--- src/rtl/run_len_detector_pkg.sv ---
// Shared types for the run-length detector.
// FSM state and decoded input symbol encodings.
package run_len_detector_pkg;

  typedef enum logic [1:0] {
    ST_INIT = 2'd0,
    ST_RUN0 = 2'd1,
    ST_RUN1 = 2'd2
  } state_t;

  typedef enum logic [1:0] {
    SYM_IDLE = 2'd0,
    SYM_ZERO = 2'd1,
    SYM_ONE  = 2'd2,
    SYM_ILL  = 2'd3
  } sym_t;

  localparam int unsigned MIN_LEN = 2;

  function automatic sym_t sym_decode(
    input logic one,
    input logic zero
  );
    sym_t s;
    case ({one, zero})
      2'b00:   s = SYM_IDLE;
      2'b01:   s = SYM_ZERO;
      2'b10:   s = SYM_ONE;
      default: s = SYM_ILL;
    endcase
    return s;
  endfunction

endpackage

--- src/rtl/run_sat_counter.sv ---
// Saturating run-length counter: clear, load-1, increment.
// Ports: clk, rst_n, clear, load1, inc, cnt (registered), cnt_nxt.
module run_sat_counter
  import run_len_detector_pkg::*;
#(
  parameter int unsigned MAX_LEN = 8,
  parameter int unsigned LW      = $clog2(MAX_LEN + 1)
) (
  input  logic          clk,
  input  logic          rst_n,
  input  logic          clear,
  input  logic          load1,
  input  logic          inc,
  output logic [LW-1:0] cnt,
  output logic [LW-1:0] cnt_nxt
);

  localparam logic [LW-1:0] CMAX = LW'(MAX_LEN);

  always_comb begin
    cnt_nxt = cnt;
    unique case (1'b1)
      clear: cnt_nxt = '0;
      load1: cnt_nxt = LW'(1);
      inc:   cnt_nxt = (cnt == CMAX) ? cnt : cnt + LW'(1);
      default: cnt_nxt = cnt;
    endcase
  end

  always_ff @(posedge clk) begin
    if (!rst_n) begin
      cnt <= '0;
    end else begin
      cnt <= cnt_nxt;
    end
  end

endmodule

--- src/rtl/run_len_detector.sv ---
// Detects runs of RUN_LEN identical ONE/ZERO symbols, sticky or pulse.
// Ports: CLK, RESET_N, ONE, ZERO, RUN_LEN, PULSE -> OUT, OUT_SYM, RUN_CNT, EVT_CNT, ERR.
module run_len_detector
  import run_len_detector_pkg::*;
#(
  parameter  int unsigned MAX_LEN = 8,
  parameter  int unsigned CNT_W   = 8,
  localparam int unsigned LW      = $clog2(MAX_LEN + 1)
) (
  input  logic             CLK,
  input  logic             RESET_N,
  input  logic             ONE,
  input  logic             ZERO,
  input  logic [LW-1:0]    RUN_LEN,
  input  logic             PULSE,
  output logic             OUT,
  output logic             OUT_SYM,
  output logic [LW-1:0]    RUN_CNT,
  output logic [CNT_W-1:0] EVT_CNT,
  output logic             ERR
);

  localparam logic [LW-1:0] LEN_MAX = LW'(MAX_LEN);
  localparam logic [LW-1:0] LEN_MIN = LW'(MIN_LEN);

  state_t        state_q;
  state_t        state_d;
  sym_t          sym;
  logic [LW-1:0] n;
  logic [LW-1:0] cnt_nxt;
  logic [LW-1:0] cnt_p1;
  logic          clr;
  logic          ld1;
  logic          inc;
  logic          fire;
  logic          out_d;
  logic          evt_inc;

  assign sym    = sym_decode(ONE, ZERO);
  assign cnt_p1 = RUN_CNT + LW'(1);

  always_comb begin
    n = RUN_LEN;
    if (RUN_LEN < LEN_MIN) begin
      n = LEN_MIN;
    end else if (RUN_LEN > LEN_MAX) begin
      n = LEN_MAX;
    end
  end

  always_comb begin
    state_d = state_q;
    clr     = 1'b0;
    ld1     = 1'b0;
    inc     = 1'b0;
    fire    = 1'b0;
    unique case (1'b1)
      (sym == SYM_ILL): begin
        state_d = ST_INIT;
        clr     = 1'b1;
      end
      (sym == SYM_ZERO),
      (sym == SYM_ONE): begin
        state_d = (sym == SYM_ONE) ? ST_RUN1 : ST_RUN0;
        if (state_d != state_q) begin
          ld1 = 1'b1;
        end else if (!PULSE) begin
          inc = 1'b1;
        end else if (RUN_CNT >= n) begin
          // threshold dropped below the count: this symbol starts afresh
          ld1 = 1'b1;
        end else if (cnt_p1 == n) begin
          clr  = 1'b1;
          fire = 1'b1;
        end else begin
          inc = 1'b1;
        end
      end
      default: begin
        state_d = state_q;
      end
    endcase
  end

  assign out_d   = PULSE ? fire : (cnt_nxt >= n);
  // sticky counts rising edges; pulses never sit back to back
  assign evt_inc = out_d & (PULSE | ~OUT);

  run_sat_counter #(
    .MAX_LEN (MAX_LEN),
    .LW      (LW)
  ) u_cnt (
    .clk     (CLK),
    .rst_n   (RESET_N),
    .clear   (clr),
    .load1   (ld1),
    .inc     (inc),
    .cnt     (RUN_CNT),
    .cnt_nxt (cnt_nxt)
  );

  always_ff @(posedge CLK) begin
    if (!RESET_N) begin
      state_q <= ST_INIT;
      OUT     <= 1'b0;
      ERR     <= 1'b0;
      EVT_CNT <= '0;
    end else begin
      state_q <= state_d;
      OUT     <= out_d;
      ERR     <= (sym == SYM_ILL);
      EVT_CNT <= EVT_CNT + CNT_W'(evt_inc);
    end
  end

  assign OUT_SYM = (state_q == ST_RUN1);

endmodule

--- config.mk ---
export PLATFORM = sky130hd
export DESIGN_NAME = run_len_detector
export DESIGN_NICKNAME = d
export VERILOG_FILES = /design/src/rtl/run_len_detector_pkg.sv /design/src/rtl/run_sat_counter.sv /design/src/rtl/run_len_detector.sv
export SDC_FILE = /design/constraint.sdc
export NUM_CORES = 1
export LEC_CHECK = 0
export CAP_MARGIN = 40
export CORE_MARGIN = 2
export CORE_UTILIZATION = 35
export CTS_CLUSTER_DIAMETER = 80
export CTS_CLUSTER_SIZE = 14
export DETAILED_ROUTE_END_ITERATION = 7
export PLACE_DENSITY = 0.65
export SYNTH_ARGS = -nofsm -noshare
export SYNTH_HDL_FRONTEND = slang
export SYNTH_SLANG_ARGS = --single-unit
--- constraint.sdc ---
create_clock -name CLK -period 6.3 [get_ports CLK]
set_input_delay 1.26 -clock CLK [delete_from_list [all_inputs] [get_ports CLK]]
set_output_delay 1.26 -clock CLK [all_outputs]
set_load 0.03 [all_outputs]
==> impl_results.html, run 1 <==
<table>
<tr><th>Metric</th><th>Value</th></tr>
<tr><th colspan="2">Status</th></tr>
<tr><td>Result of the run</td><td>finished, final reports clean</td></tr>
<tr><th colspan="2">Die</th></tr>
<tr><td>Die span in x</td><td>approximately 62 um</td></tr>
<tr><td>Cell Rows</td><td>21</td></tr>
<tr><td>I/O pin count</td><td>24</td></tr>
<tr><td>Core Box Area</td><td>roughly 0.0033 mm^2</td></tr>
<tr><td>Area of the die</td><td>0.003851 mm^2</td></tr>
<tr><td>Initial standard-cell utilization of the core</td><td>35.92%</td></tr>
<tr><td>Vertical die dimension</td><td>62.06 um</td></tr>
<tr><th colspan="2">Cells and area</th></tr>
<tr><td>Area growth, synth to finish</td><td>27.15%</td></tr>
<tr><td>Nets</td><td>180</td></tr>
<tr><td>Count of antenna diodes in the layout</td><td>0</td></tr>
<tr><td>Most frequent cells in the layout</td><td>23 x sky130_fd_sc_hd__clkdlybuf4s50_1, 16 x sky130_fd_sc_hd__dfxtp_1, 16 x sky130_fd_sc_hd__ha_1</td></tr>
<tr><td>Ratio of cells with drive above 1 in the final layout</td><td>7.792%</td></tr>
<tr><td>Final std cells w/o fill</td><td>200</td></tr>
<tr><td>Most common cell after layout, fill and taps aside</td><td>sky130_fd_sc_hd__clkdlybuf4s50_1</td></tr>
<tr><th colspan="2">Clock network</th></tr>
<tr><td>Total of hold buffers inserted after clock tree synthesis</td><td>0</td></tr>
<tr><td>Reg clk slew, reported paths</td><td>100 ps</td></tr>
<tr><td>Deepest clock path buffer count</td><td>2</td></tr>
<tr><td>CTS sink count</td><td>16</td></tr>
<tr><td>Setup Buffers After CTS</td><td>0</td></tr>
<tr><td>Number of buffers created by CTS</td><td>3</td></tr>
<tr><td>H-tree depth</td><td>1</td></tr>
<tr><td>Clock root buffer</td><td>sky130_fd_sc_hd__clkbuf_4</td></tr>
<tr><td>Quantity of gates resized following cts</td><td>0</td></tr>
<tr><td>Insertion delay of the later-clocked pin in the worst-skew pair</td><td>290 ps</td></tr>
<tr><td>TritonCTS clock tree</td><td>done</td></tr>
<tr><th colspan="2">Critical path</th></tr>
<tr><td>Beginning of the critical path</td><td>RUN_LEN[3]</td></tr>
<tr><td>Cell occurring most often along the worst timing path</td><td>sky130_fd_sc_hd__ha_1</td></tr>
<tr><td>Cells traversed along the worst timing path</td><td>clkdlybuf4s50_1 &gt; inv_1 &gt; o211a_1 &gt; ha_1 &gt; nand2b_4 &gt; a2111o_1 &gt; a31o_1 &gt; a211oi_2 &gt; nor2_1 &gt; a22oi_1 &gt; ha_1 &gt; nand2b_1 &gt; a21o_1 &gt; a21o_1 &gt; a21oi_1 &gt; o22ai_1 &gt; a21boi_1 &gt; ha_1 &gt; ha_1 &gt; nand3_1 &gt; xnor2_1 &gt; and2_1</td></tr>
<tr><td>Critical Setup Path Class</td><td>in2reg</td></tr>
<tr><td>Data required time of the critical path</td><td>about 6500 ps</td></tr>
<tr><td>Crit. End Element</td><td>flop</td></tr>
<tr><td>Reg2Reg Setup Slack</td><td>about 2000 ps</td></tr>
<tr><td>Number of buffer and inverter instances along the worst setup path</td><td>2</td></tr>
<tr><td>Max FO, Critical Path</td><td>5</td></tr>
<tr><td>Launching point of the worst reg2reg path</td><td>u_cnt.cnt[0]</td></tr>
<tr><td>Critical Path Source Type</td><td>primary input</td></tr>
<tr><td>Critical Path Max Stage Delay</td><td>around 520 ps</td></tr>
<tr><td>Slowest stage cell on the critical path</td><td>sky130_fd_sc_hd__clkdlybuf4s50_1</td></tr>
<tr><td>Critical path arrival</td><td>about 5700 ps</td></tr>
<tr><td>Crit path max-delay family</td><td>compound AO/OA/AOI/OAI gates</td></tr>
<tr><th colspan="2">Drt</th></tr>
<tr><td>Final Routed Wirelength</td><td>2375 um</td></tr>
<tr><td>Number of design-rule violations left by the first detailed-router iteration</td><td>39</td></tr>
<tr><td>Total number of vias</td><td>994</td></tr>
<tr><td>Antenna-violating nets left</td><td>0</td></tr>
<tr><td>Number of detailed-route iterations in the first pass</td><td>4</td></tr>
<tr><td>Via density per instance</td><td>4.970</td></tr>
<tr><td>Wire length per cell after detailed routing</td><td>11.88 um</td></tr>
<tr><td>Final routed DRC violation total</td><td>0</td></tr>
<tr><th colspan="2">Timing</th></tr>
<tr><td>Number of setup violations in the final report</td><td>0</td></tr>
<tr><td>Tcrit/Tclk final</td><td>between 80% and 90%</td></tr>
<tr><td>Final-report max-slew violation count</td><td>0</td></tr>
<tr><td>Final Hold Vio Count</td><td>0</td></tr>
<tr><td>Worst Max-Slew Pin Slew</td><td>510.6 ps</td></tr>
<tr><td>Shortest clock period the worst path allows after layout</td><td>5508 ps</td></tr>
<tr><td>Normalized max-slew margin</td><td>65.85%</td></tr>
<tr><td>Unrepaired setup endpoints after global routing</td><td>false</td></tr>
<tr><td>Setup TNS after final layout</td><td>0 ps</td></tr>
<tr><td>Highest achievable clock rate</td><td>0.1815 GHz</td></tr>
<tr><td>Layout Skew</td><td>8.621 ps</td></tr>
<tr><td>Tightest hold margin</td><td>569.8 ps</td></tr>
<tr><th colspan="2">Synthesis</th></tr>
<tr><td>Portion of the post-synthesis area used by sequential elements</td><td>about 27%</td></tr>
<tr><td>Combined area of all synthesized cells</td><td>0.001180 mm^2</td></tr>
<tr><td>Synth area leader</td><td>sky130_fd_sc_hd__dfxtp_1</td></tr>
<tr><td>Number of library cell types mapped by synthesis</td><td>40</td></tr>
<tr><td>Dominant cells by area after synthesis</td><td>sky130_fd_sc_hd__dfxtp_1 27%, sky130_fd_sc_hd__ha_1 17%, sky130_fd_sc_hd__and2_1 5.8%</td></tr>
<tr><td>Synthesized flop and latch total</td><td>16</td></tr>
<tr><td>Yosys top cell area share</td><td>27.15%</td></tr>
<tr><td>Synthesized area divided by synthesized cell count</td><td>~9 um^2</td></tr>
<tr><td>Syn. warnings</td><td>0</td></tr>
<tr><td>Synthesized instance count</td><td>128</td></tr>
<tr><td>Net count after synthesis</td><td>153</td></tr>
<tr><th colspan="2">Flow run</th></tr>
<tr><td>Count of max-cap constraint violations</td><td>0</td></tr>
<tr><th colspan="2">Global route</th></tr>
<tr><td>Overall fraction of global-route tracks in use</td><td>13.62%</td></tr>
<tr><td>Largest net degree at the start of global routing</td><td>19</td></tr>
<tr><td>Global route overflow</td><td>0</td></tr>
<tr><td>Number of antenna violations at the first check in global routing</td><td>0</td></tr>
<tr><td>Global-route wire length before repair</td><td>roughly 3900 um</td></tr>
<tr><td>Number of global-route vias before repair</td><td>907</td></tr>
<tr><th colspan="2">Pwr</th></tr>
<tr><td>Lkg Pwr</td><td>0.0006553 uW</td></tr>
<tr><td>Power per Cell Area</td><td>152.0 mW/mm^2</td></tr>
<tr><td>Worst IR drop on VDD</td><td>0.07863 mV</td></tr>
<tr><th colspan="2">Placed design</th></tr>
<tr><td>Count of buffers from port buffering</td><td>23</td></tr>
<tr><td>Placed cell count</td><td>between 150 and 200</td></tr>
<tr><td>Routability congestion estimate</td><td>0.8602</td></tr>
<tr><td>Post-detailed-placement half-perimeter wirelength</td><td>1897 um</td></tr>
<tr><th colspan="2">Worst hold path</th></tr>
<tr><td>Hold crit path type</td><td>reg2reg</td></tr>
<tr><td>Startpoint of the tightest hold check path</td><td>state_q[1]</td></tr>
</table>
==> sequential cells by signal (all words and copies together), names as in the netlist <==
register	flops
OUT	1
state_q	2
EVT_CNT	8
ERR	1
u_cnt.cnt	4
==> worst min-delay path, cell delays in order (launching register included) <==
cell	delay, ps
sky130_fd_sc_hd__dfxtp_1	340
sky130_fd_sc_hd__mux2i_1	130
sky130_fd_sc_hd__nor2b_1	50
==> path summary, 6_finish.rpt <==
kind,endpoint,cells after the start
setup reg to reg,EVT_CNT[6],20
hold / removal,state_q[1],2
hold reg to reg,state_q[1],2
setup / recovery,EVT_CNT[6],22
==> report_power, final <==
group          total (uW)  internal, uW  leakage [uW]  switching, uW
clock network        68.1          35.2     0.0000210           32.9
logic                53.7          25.9      0.000504           27.8
registers             106           104      0.000130           2.60
total                 228           165      0.000655           63.3
==> layout make-up <==
type	instances	area (um^2)
Inverter	9	33.78
Sequential cell	16	320.3
Fill cell	329	1784
Timing Repair Buffer	23	230.2
Clock buffer	4	36.28
Multi-Input combinational cell	102	822.0
Tap cell	46	57.56
==> routing by layer <==
metal / track usage, % / part of all wire (%)
met1: 16.83 / 45
met2: 23.21 / 51
met3: 4.555 / 4.3
met4: 2.432 / 0
met5: 0 / 0
==> cell usage after synthesis <==
cell                        count
sky130_fd_sc_hd__or2_2          1
sky130_fd_sc_hd__o21a_1         2
sky130_fd_sc_hd__ha_1          16
sky130_fd_sc_hd__a31oi_1        2
sky130_fd_sc_hd__nand3_1        7
sky130_fd_sc_hd__nand2b_1       4
sky130_fd_sc_hd__a21boi_1       1
sky130_fd_sc_hd__or2_1          2
sky130_fd_sc_hd__and3_1         2
sky130_fd_sc_hd__dfxtp_1       16
sky130_fd_sc_hd__a21boi_2       2
sky130_fd_sc_hd__and2_1        11
sky130_fd_sc_hd__nand3b_1       1
sky130_fd_sc_hd__nand2b_4       1
sky130_fd_sc_hd__nand2_1        3
sky130_fd_sc_hd__a21oi_1        2
sky130_fd_sc_hd__a22oi_1        1
sky130_fd_sc_hd__inv_1          9
sky130_fd_sc_hd__xor2_1         4
sky130_fd_sc_hd__or2b_1         1
sky130_fd_sc_hd__a31o_1         1
sky130_fd_sc_hd__o21ai_0        2
sky130_fd_sc_hd__a21o_1         3
sky130_fd_sc_hd__nor3_1         4
sky130_fd_sc_hd__nor2b_1        6
sky130_fd_sc_hd__mux2i_1        2
sky130_fd_sc_hd__nor2_1         3
sky130_fd_sc_hd__xnor2_1        7
sky130_fd_sc_hd__a2111o_1       1
sky130_fd_sc_hd__a211oi_2       1
sky130_fd_sc_hd__nand4_1        1
sky130_fd_sc_hd__and3b_1        1
sky130_fd_sc_hd__o2bb2ai_1      1
sky130_fd_sc_hd__clkbuf_1       1
sky130_fd_sc_hd__o22ai_1        1
sky130_fd_sc_hd__o211a_1        1
sky130_fd_sc_hd__a32o_2         1
sky130_fd_sc_hd__a41o_2         1
sky130_fd_sc_hd__a32o_1         1
sky130_fd_sc_hd__nor4b_4        1
==> kinds of logic (layout without fill, tap and decap cells) <==
logic type	after synthesis	in the layout	synth area share [%]
fa+ha+maj	16	16	16.97
simple gates	49	49	26.09
buf+inv	10	36	3.181
mux	2	2	1.697
xor+xnor	11	11	8.165
compound gates	24	24	16.76
flops	16	16	27.15
==> through the flow <==
| step | power [uW] | setup slack (ps) | utilization [%] | cell area, um^2 |
|---|---|---|---|---|
| final | 228.1 | 791.8 | 45.68 | 1500 |
| after global routing | 243.0 | 471.4 | 45.68 | 1500 |
| after CTS | 232.8 | 787.4 | 45.68 | 1500 |
| after detailed placement | 162.3 | 490.6 | 44.57 | 1464 |
| after global placement | 161.0 | 506.0 | 44.57 | 1464 |
| after floorplan | 143.9 | 1386 | - | 1180 |
(Power assumes the default switching activity.)
==> run 2: changes to the inputs <==
--- a/config.mk
+++ b/config.mk
@@ -11,6 +11,7 @@
 export CTS_CLUSTER_DIAMETER = 80
 export CTS_CLUSTER_SIZE = 14
 export DETAILED_ROUTE_END_ITERATION = 7
+export HOLD_SLACK_MARGIN = 0.08
 export PLACE_DENSITY = 0.65
 export SYNTH_ARGS = -nofsm -noshare
 export SYNTH_HDL_FRONTEND = slang
==> results of run 2 <==
No change in the layout: final DEF, timing and power equal those of run 1.
==> run 3: changes to the inputs <==
--- a/config.mk
+++ b/config.mk
@@ -11,7 +11,7 @@
 export CTS_CLUSTER_DIAMETER = 80
 export CTS_CLUSTER_SIZE = 14
 export DETAILED_ROUTE_END_ITERATION = 7
-export HOLD_SLACK_MARGIN = 0.08
+export HOLD_SLACK_MARGIN = 0.1
 export PLACE_DENSITY = 0.65
 export SYNTH_ARGS = -nofsm -noshare
 export SYNTH_HDL_FRONTEND = slang
==> results of run 3 <==
No change in the layout: final DEF, timing and power equal those of run 1.
